## src/rtl/alu_cmd_sequencer.sv

```systemverilog
`timescale 1ns/1ps
// Command feeder for the serial 8-bit alu: queues commands, runs the BEGIN/inbus
// load handshake, and returns the one- or two-byte result with a watchdog abort.
module alu_cmd_sequencer #(
    parameter int FIFO_DEPTH     = 4,
    parameter int TIMEOUT_CYCLES = 64
) (
    input  logic        clk,
    input  logic        reset,
    input  logic        cmd_valid,
    output logic        cmd_ready,
    input  logic [1:0]  cmd_op,
    input  logic [7:0]  cmd_a,
    input  logic [7:0]  cmd_b,
    output logic        alu_begin,
    output logic [1:0]  alu_op_code,
    output logic [7:0]  alu_inbus,
    input  logic [7:0]  alu_outbus,
    input  logic        alu_end,
    output logic        res_valid,
    input  logic        res_ready,
    output logic [15:0] res_data,
    output logic [1:0]  res_op,
    output logic        res_timeout,
    output logic        busy
);
    localparam int PTR_W = $clog2(FIFO_DEPTH);
    localparam int CNT_W = PTR_W + 1;
    localparam int WD_W  = $clog2(TIMEOUT_CYCLES + 1);
    localparam logic [CNT_W-1:0] FULL_CNT = CNT_W'(FIFO_DEPTH);
    localparam logic [WD_W-1:0]  WD_LAST  = WD_W'(TIMEOUT_CYCLES - 1);

    localparam logic [2:0] S_IDLE     = 3'd0;
    localparam logic [2:0] S_LOAD_OP  = 3'd1;
    localparam logic [2:0] S_LOAD_A   = 3'd2;
    localparam logic [2:0] S_WAIT_END = 3'd3;
    localparam logic [2:0] S_CAP_HI   = 3'd4;
    localparam logic [2:0] S_DONE     = 3'd5;

    logic [17:0]      fifo_mem_r [0:FIFO_DEPTH-1];
    logic [PTR_W-1:0] wr_ptr_r, rd_ptr_r;
    logic [CNT_W-1:0] count_r;
    logic             push_s, pop_s, full_s;

    logic [2:0]       state_r, state_s;
    logic [1:0]       op_r, op_s;
    logic [7:0]       a_r, a_s, b_r, b_s;
    logic [WD_W-1:0]  wd_cnt_r, wd_cnt_s;
    logic [15:0]      res_data_r, res_data_s;
    logic             res_timeout_r, res_timeout_s;

    logic             alu_begin_r, alu_begin_s;
    logic [1:0]       alu_op_code_r, alu_op_code_s;
    logic [7:0]       alu_inbus_r, alu_inbus_s;
    logic             res_valid_r, res_valid_s;
    logic             busy_r, busy_s;

    // Full is judged on the registered count, so a same-cycle pop never frees a slot.
    assign full_s    = (count_r == FULL_CNT);
    assign cmd_ready = ~reset & ~full_s;
    assign push_s    = cmd_valid & cmd_ready;

    // Next-state logic: sequencing, watchdog and result capture.
    always_comb begin
        state_s       = state_r;
        op_s          = op_r;
        a_s           = a_r;
        b_s           = b_r;
        wd_cnt_s      = wd_cnt_r;
        res_data_s    = res_data_r;
        res_timeout_s = res_timeout_r;
        pop_s         = 1'b0;
        case (state_r)
            S_IDLE: begin
                if (count_r != {CNT_W{1'b0}}) begin
                    pop_s              = 1'b1;
                    {op_s, a_s, b_s}   = fifo_mem_r[rd_ptr_r];
                    state_s            = S_LOAD_OP;
                end else begin
                    state_s = S_IDLE;
                end
            end
            S_LOAD_OP: state_s = S_LOAD_A;
            S_LOAD_A: begin
                wd_cnt_s = {WD_W{1'b0}};
                state_s  = S_WAIT_END;
            end
            S_WAIT_END: begin
                // END beats the watchdog when both land on the same cycle.
                if (alu_end) begin
                    res_data_s[7:0] = alu_outbus;
                    res_timeout_s   = 1'b0;
                    wd_cnt_s        = {WD_W{1'b0}};
                    if (op_r[1]) begin
                        state_s = S_CAP_HI;
                    end else begin
                        res_data_s[15:8] = 8'h00;
                        state_s          = S_DONE;
                    end
                end else if (wd_cnt_r == WD_LAST) begin
                    res_data_s    = 16'hFFFF;
                    res_timeout_s = 1'b1;
                    wd_cnt_s      = {WD_W{1'b0}};
                    state_s       = S_DONE;
                end else begin
                    wd_cnt_s = wd_cnt_r + WD_W'(1);
                end
            end
            S_CAP_HI: begin
                res_data_s[15:8] = alu_outbus;
                state_s          = S_DONE;
            end
            S_DONE: begin
                if (res_ready) begin
                    res_timeout_s = 1'b0;
                    state_s       = S_IDLE;
                end else begin
                    state_s = S_DONE;
                end
            end
            default: state_s = S_IDLE;
        endcase
    end

    // Output decode from the next state so the alu-facing pins come straight off flops.
    always_comb begin
        alu_begin_s   = (state_s == S_LOAD_OP) || (state_s == S_LOAD_A);
        alu_op_code_s = (state_s == S_IDLE) ? 2'b00 : op_s;
        res_valid_s   = (state_s == S_DONE);
        busy_s        = (state_s != S_IDLE);
        case (state_s)
            S_IDLE:    alu_inbus_s = 8'h00;
            S_LOAD_OP: alu_inbus_s = 8'h00;
            S_LOAD_A:  alu_inbus_s = a_s;
            default:   alu_inbus_s = b_s;
        endcase
    end

    // Control, pointer and output registers.
    always_ff @(posedge clk or posedge reset) begin
        if (reset) begin
            wr_ptr_r      <= {PTR_W{1'b0}};
            rd_ptr_r      <= {PTR_W{1'b0}};
            count_r       <= {CNT_W{1'b0}};
            state_r       <= S_IDLE;
            op_r          <= 2'b00;
            a_r           <= 8'h00;
            b_r           <= 8'h00;
            wd_cnt_r      <= {WD_W{1'b0}};
            res_data_r    <= 16'h0000;
            res_timeout_r <= 1'b0;
            alu_begin_r   <= 1'b0;
            alu_op_code_r <= 2'b00;
            alu_inbus_r   <= 8'h00;
            res_valid_r   <= 1'b0;
            busy_r        <= 1'b0;
        end else begin
            if (push_s) wr_ptr_r <= wr_ptr_r + PTR_W'(1);
            if (pop_s)  rd_ptr_r <= rd_ptr_r + PTR_W'(1);
            case ({push_s, pop_s})
                2'b10:   count_r <= count_r + CNT_W'(1);
                2'b01:   count_r <= count_r - CNT_W'(1);
                default: count_r <= count_r;
            endcase
            state_r       <= state_s;
            op_r          <= op_s;
            a_r           <= a_s;
            b_r           <= b_s;
            wd_cnt_r      <= wd_cnt_s;
            res_data_r    <= res_data_s;
            res_timeout_r <= res_timeout_s;
            alu_begin_r   <= alu_begin_s;
            alu_op_code_r <= alu_op_code_s;
            alu_inbus_r   <= alu_inbus_s;
            res_valid_r   <= res_valid_s;
            busy_r        <= busy_s;
        end
    end

    // Command storage; contents are don't-care until the count covers them.
    always_ff @(posedge clk) begin
        if (push_s) fifo_mem_r[wr_ptr_r] <= {cmd_op, cmd_a, cmd_b};
    end

    assign alu_begin   = alu_begin_r;
    assign alu_op_code = alu_op_code_r;
    assign alu_inbus   = alu_inbus_r;
    assign res_valid   = res_valid_r;
    assign res_data    = res_data_r;
    assign res_op      = op_r;
    assign res_timeout = res_timeout_r;
    assign busy        = busy_r;
endmodule
```

## config.mk

```make
export PLATFORM = sky130hd
export DESIGN_NAME = alu_cmd_sequencer
export DESIGN_NICKNAME = d
export VERILOG_FILES = /design/src/rtl/alu_cmd_sequencer.sv
export SDC_FILE = /design/constraint.sdc
export NUM_CORES = 1
export LEC_CHECK = 0
export CAP_MARGIN = 25
export CORE_ASPECT_RATIO = 0.6
export CORE_MARGIN = 10
export CORE_UTILIZATION = 52
export CTS_BUF_LIST = sky130_fd_sc_hd__clkbuf_8
export DETAILED_ROUTE_END_ITERATION = 10
export PLACE_DENSITY = 0.75
export SLEW_MARGIN = 20
export SYNTH_ARGS = -nofsm -noshare
export SYNTH_HDL_FRONTEND = slang
export SYNTH_SLANG_ARGS = --single-unit
```

## constraint.sdc

```tcl
create_clock -name clk -period 2.45 [get_ports clk]
set_input_delay 0.3675 -clock clk [delete_from_list [all_inputs] [get_ports clk]]
set_output_delay 0.3675 -clock clk [all_outputs]
set_load 0.01 [all_outputs]
```

==> results by group <==
Route
  • Detail-routed via count per cell: around 5.7
  • Antenna-violating nets left: 0
  • DR vias: roughly 3200
  • DRT Wirelength: between 10000 and 15000 µm
  • Wire per inst: roughly 20 µm
  • Detailed Routing Iterations Pass 1: 4
  • Initial DRC Count: 188
  • DRC: 0

Power and ir drop
  • Comb pwr share: 0.352
  • Share of power burned in registers: 0.418
  • Leakage: 0.00261 µW
  • Internal power: 5700 µW
  • Worst-case vdd ir drop: 609 µV
  • Switching Share: 0.317
  • P_sw: between 2000 and 3000 µW
  • Clk pwr share: 0.231
  • PwrDens: between 1000 and 1500 nW/µm²

Finish
  • Share of layout cells above drive strength 1: 0.206
  • Ant diodes: 0
  • Nets: 457
  • Area grow syn2layout: 23.4%
  • Post-route core utilization: 0.673
  • Cell area after layout: 6770 µm²

Floorplan
  • Top Ports: 64
  • Die width: roughly 150 µm
  • Core Footprint: around 10000 µm²
  • Die Y: about 100 µm
  • Number of placement rows: 28
  • Total die area: ~15000 µm²
  • Initial Util: 0.546

Synth
  • Mapped Cells: about 330
  • Yosys reg bits: ~140
  • Synth unique cells: 44
  • Yosys warns: 0
  • Top-area cell type share of the netlist area: 0.394
  • Post-synth EDFFs: just over 70
  • Asr flop ratio synth: 0.474
  • Post-synthesis sequential area ratio: 0.691
  • Mapped cell area: 5490 µm²
  • Ys flop type: edfxtp_1
  • Largest cells by area after synthesis: edfxtp_1 39%, dfrtp_1 30%, mux4_2 7.4%
  • Largest area contributor in the netlist: edfxtp_1
  • Avg Inst Size Synth: ~16 µm²
  • Post-Syn Nets: approximately 370

Hold path
  • Hold Crit Class: input pin to async pin

Run
  • MaxCap Viol Count: 0

Critical path
  • CP Max Fanout: 5
  • Largest stage delay on the critical path: around 0.53 ns
  • Crit Path Category: register to primary output
  • Type of origin of the critical path: register
  • CP Capture Type: primary output
  • Cells along the critical path: inv_1 -> a31oi_1 -> buf_4 -> clkdlybuf4s50_1
  • Arr. time, crit path: roughly 1.9 ns
  • Worst Path Required: approximately 2.1 ns
  • Critical-path top delay cell: clkdlybuf4s50_1

Timing
  • Tmin final: 2.26 ns
  • Least-Margin Pin Slew: between 0.6 and 0.7 ns
  • Worst relative slew slack: 0.537
  • Endpoints failing setup: 0
  • Unrepaired setup endpoints after global routing: no
  • WHS: slightly below 0.3 ns
  • Setup_tns: 0 ns
  • Final Skew: 0.0124 ns
  • Highest Clock Rate: 0.442 GHz
  • Final Max Tran Viols: 0
  • Hold Fails Final Rpt: 0
  • Final worst slack: 0.186 ns
  • Final Cycle Share: 0.924

Global route
  • GR Util All Layers: 0.158
  • Grt ovf: 0
  • Largest net degree at the start of global routing: 28
  • First-pass GRT wire length: ~19000 µm
  • Vias in the first global route: ~3400
  • Antenna violations before repair: 0

CTS
  • Post-CTS Setup Repair Bufs: 0
  • Reg clk slew, reported paths: around 0.08 ns
  • Clock Path Buffers: 2
  • Clock Tree Root: clkbuf_8
  • Sink Count: around 140
  • Post-CTS resize count: 0
  • H-tree Lvls: 4
  • TritonCTS clock tree: done
  • CTS Buf Count: 17
  • Hold buffers post-CTS: 0
  • Worst-Skew Late Latency: 0.43 ns

Placed design
  • DP HPWL: between 7000 and 8000 µm
  • Post-Place Cell Area: about 6300 µm²
  • Routability Congestion: ~0.77
  • Setup WS pre-CTS: 0.118 ns
  • Port bufs: 63

Run status
  • Status: finished, final reports clean
[state kept, by name, indices dropped and copies added (netlist names), 2 cells and up]
name,count
res_op,2
state_r,3
fifo_mem_r,72
res_data,16
count_r,3
alu_inbus,8
wr_ptr_r,2
b_r,8
a_r,8
rd_ptr_r,2
alu_op_code,2
wd_cnt_r,7
[layer usage]
layer,routed length [µm],vias to the layer above,GRT usage
li1,-,1439,-
met1,5220,1666,0.210
met2,5630,90,0.243
met3,606,12,0.0409
met4,135,0,0.0650
met5,0,-,0
[kinds of logic after synthesis]
logic type | after synthesis | synth area share
DFF | 137 | 0.691
AOI/OAI and AO/OA | 55 | 0.0705
and+or+nand+nor | 50 | 0.0520
muxes | 46 | 0.129
buffers and inverters | 31 | 0.0274
xor gates and xnor gates | 8 | 0.0128
adders and majority gates | 7 | 0.0173
[synth_stat cells, drive strengths merged, types with 4 or more instances]
| master | count |
|---|---|
| dfrtp | 65 |
| a32oi | 8 |
| clkbuf | 4 |
| nand2 | 18 |
| inv | 17 |
| a21oi | 13 |
| o22a | 8 |
| o21ai | 14 |
| and3 | 6 |
| xnor2 | 5 |
| mux2 | 19 |
| mux4 | 18 |
| buf | 10 |
| ha | 6 |
| mux2i | 9 |
| edfxtp | 72 |
| nor2b | 5 |
| and2 | 4 |
[area by class of cell]
cell class	instances	area, µm²
clock buffer	17	234
clock inverter	15	185
fill	677	3290
inverter	17	63.8
multi-input combinational	166	1560
sequential	137	3790
tap	135	169
timing repair buffer	80	771
[power groups by stage]
stage                     Sequential [µW]  Combinational (µW)  Clock (µW)
after detailed placement             3530                2950           0
after CTS                            3490                2970        1960
after floorplan                      3470                1800           0
after global routing                 3560                3200        2080
after global placement               3500                2850           0
final                                3490                2940        1930
[path summary, 6_finish.rpt]
| path | cells past startpoint | startpoint | slack [ns] | endpoint |
|---|---|---|---|---|
| setup / recovery | 4 | count_r[1] | 0.19 | cmd_ready |
| hold / removal | 2 | reset | 0.30 | wd_cnt_r[1] |
| setup reg to reg | 10 | count_r[1] | 0.40 | count_r[2] |
| hold reg to reg | 1 | res_data[5] | 0.49 | res_data[5] |
| max in group asynchronous | 3 | reset | 1.51 | state_r[0] |
| min in group clk | 1 | res_data[5] | 0.49 | res_data[5] |
[critical path: cells and delay by family (launching register included)]
kind | cells | cell delay (ns)
AO/OA/AOI/OAI | 1 | 0.28
buffers and inverters | 3 | 0.82
flip-flops | 1 | 0.37
[cell usage in the layout (no fill, tap or decap), types with 4 or more instances in the layout]
cell and instances:
a21oi_1 13, a32oi_1 8, and3_1 6, buf_4 16, bufinv_16 4, clkbuf_8 17, clkdlybuf4s50_1 63, dfrtp_1 65
edfxtp_1 72, ha_1 6, inv_1 17, mux2_2 19, mux2i_1 9, mux4_2 18, nand2_1 18, nor2b_1 4
o21ai_0 14, o22a_1 8, xnor2_1 5
[through the flow]
stage          power [µW]  std cells
3_5_place_dp         6480        535
3_3_place_gp         6350        535
6_report             8350        567
5_1_grt              8840        567
2_1_floorplan        5280        334
4_1_cts              8430        567
(Power assumes the default switching activity.)
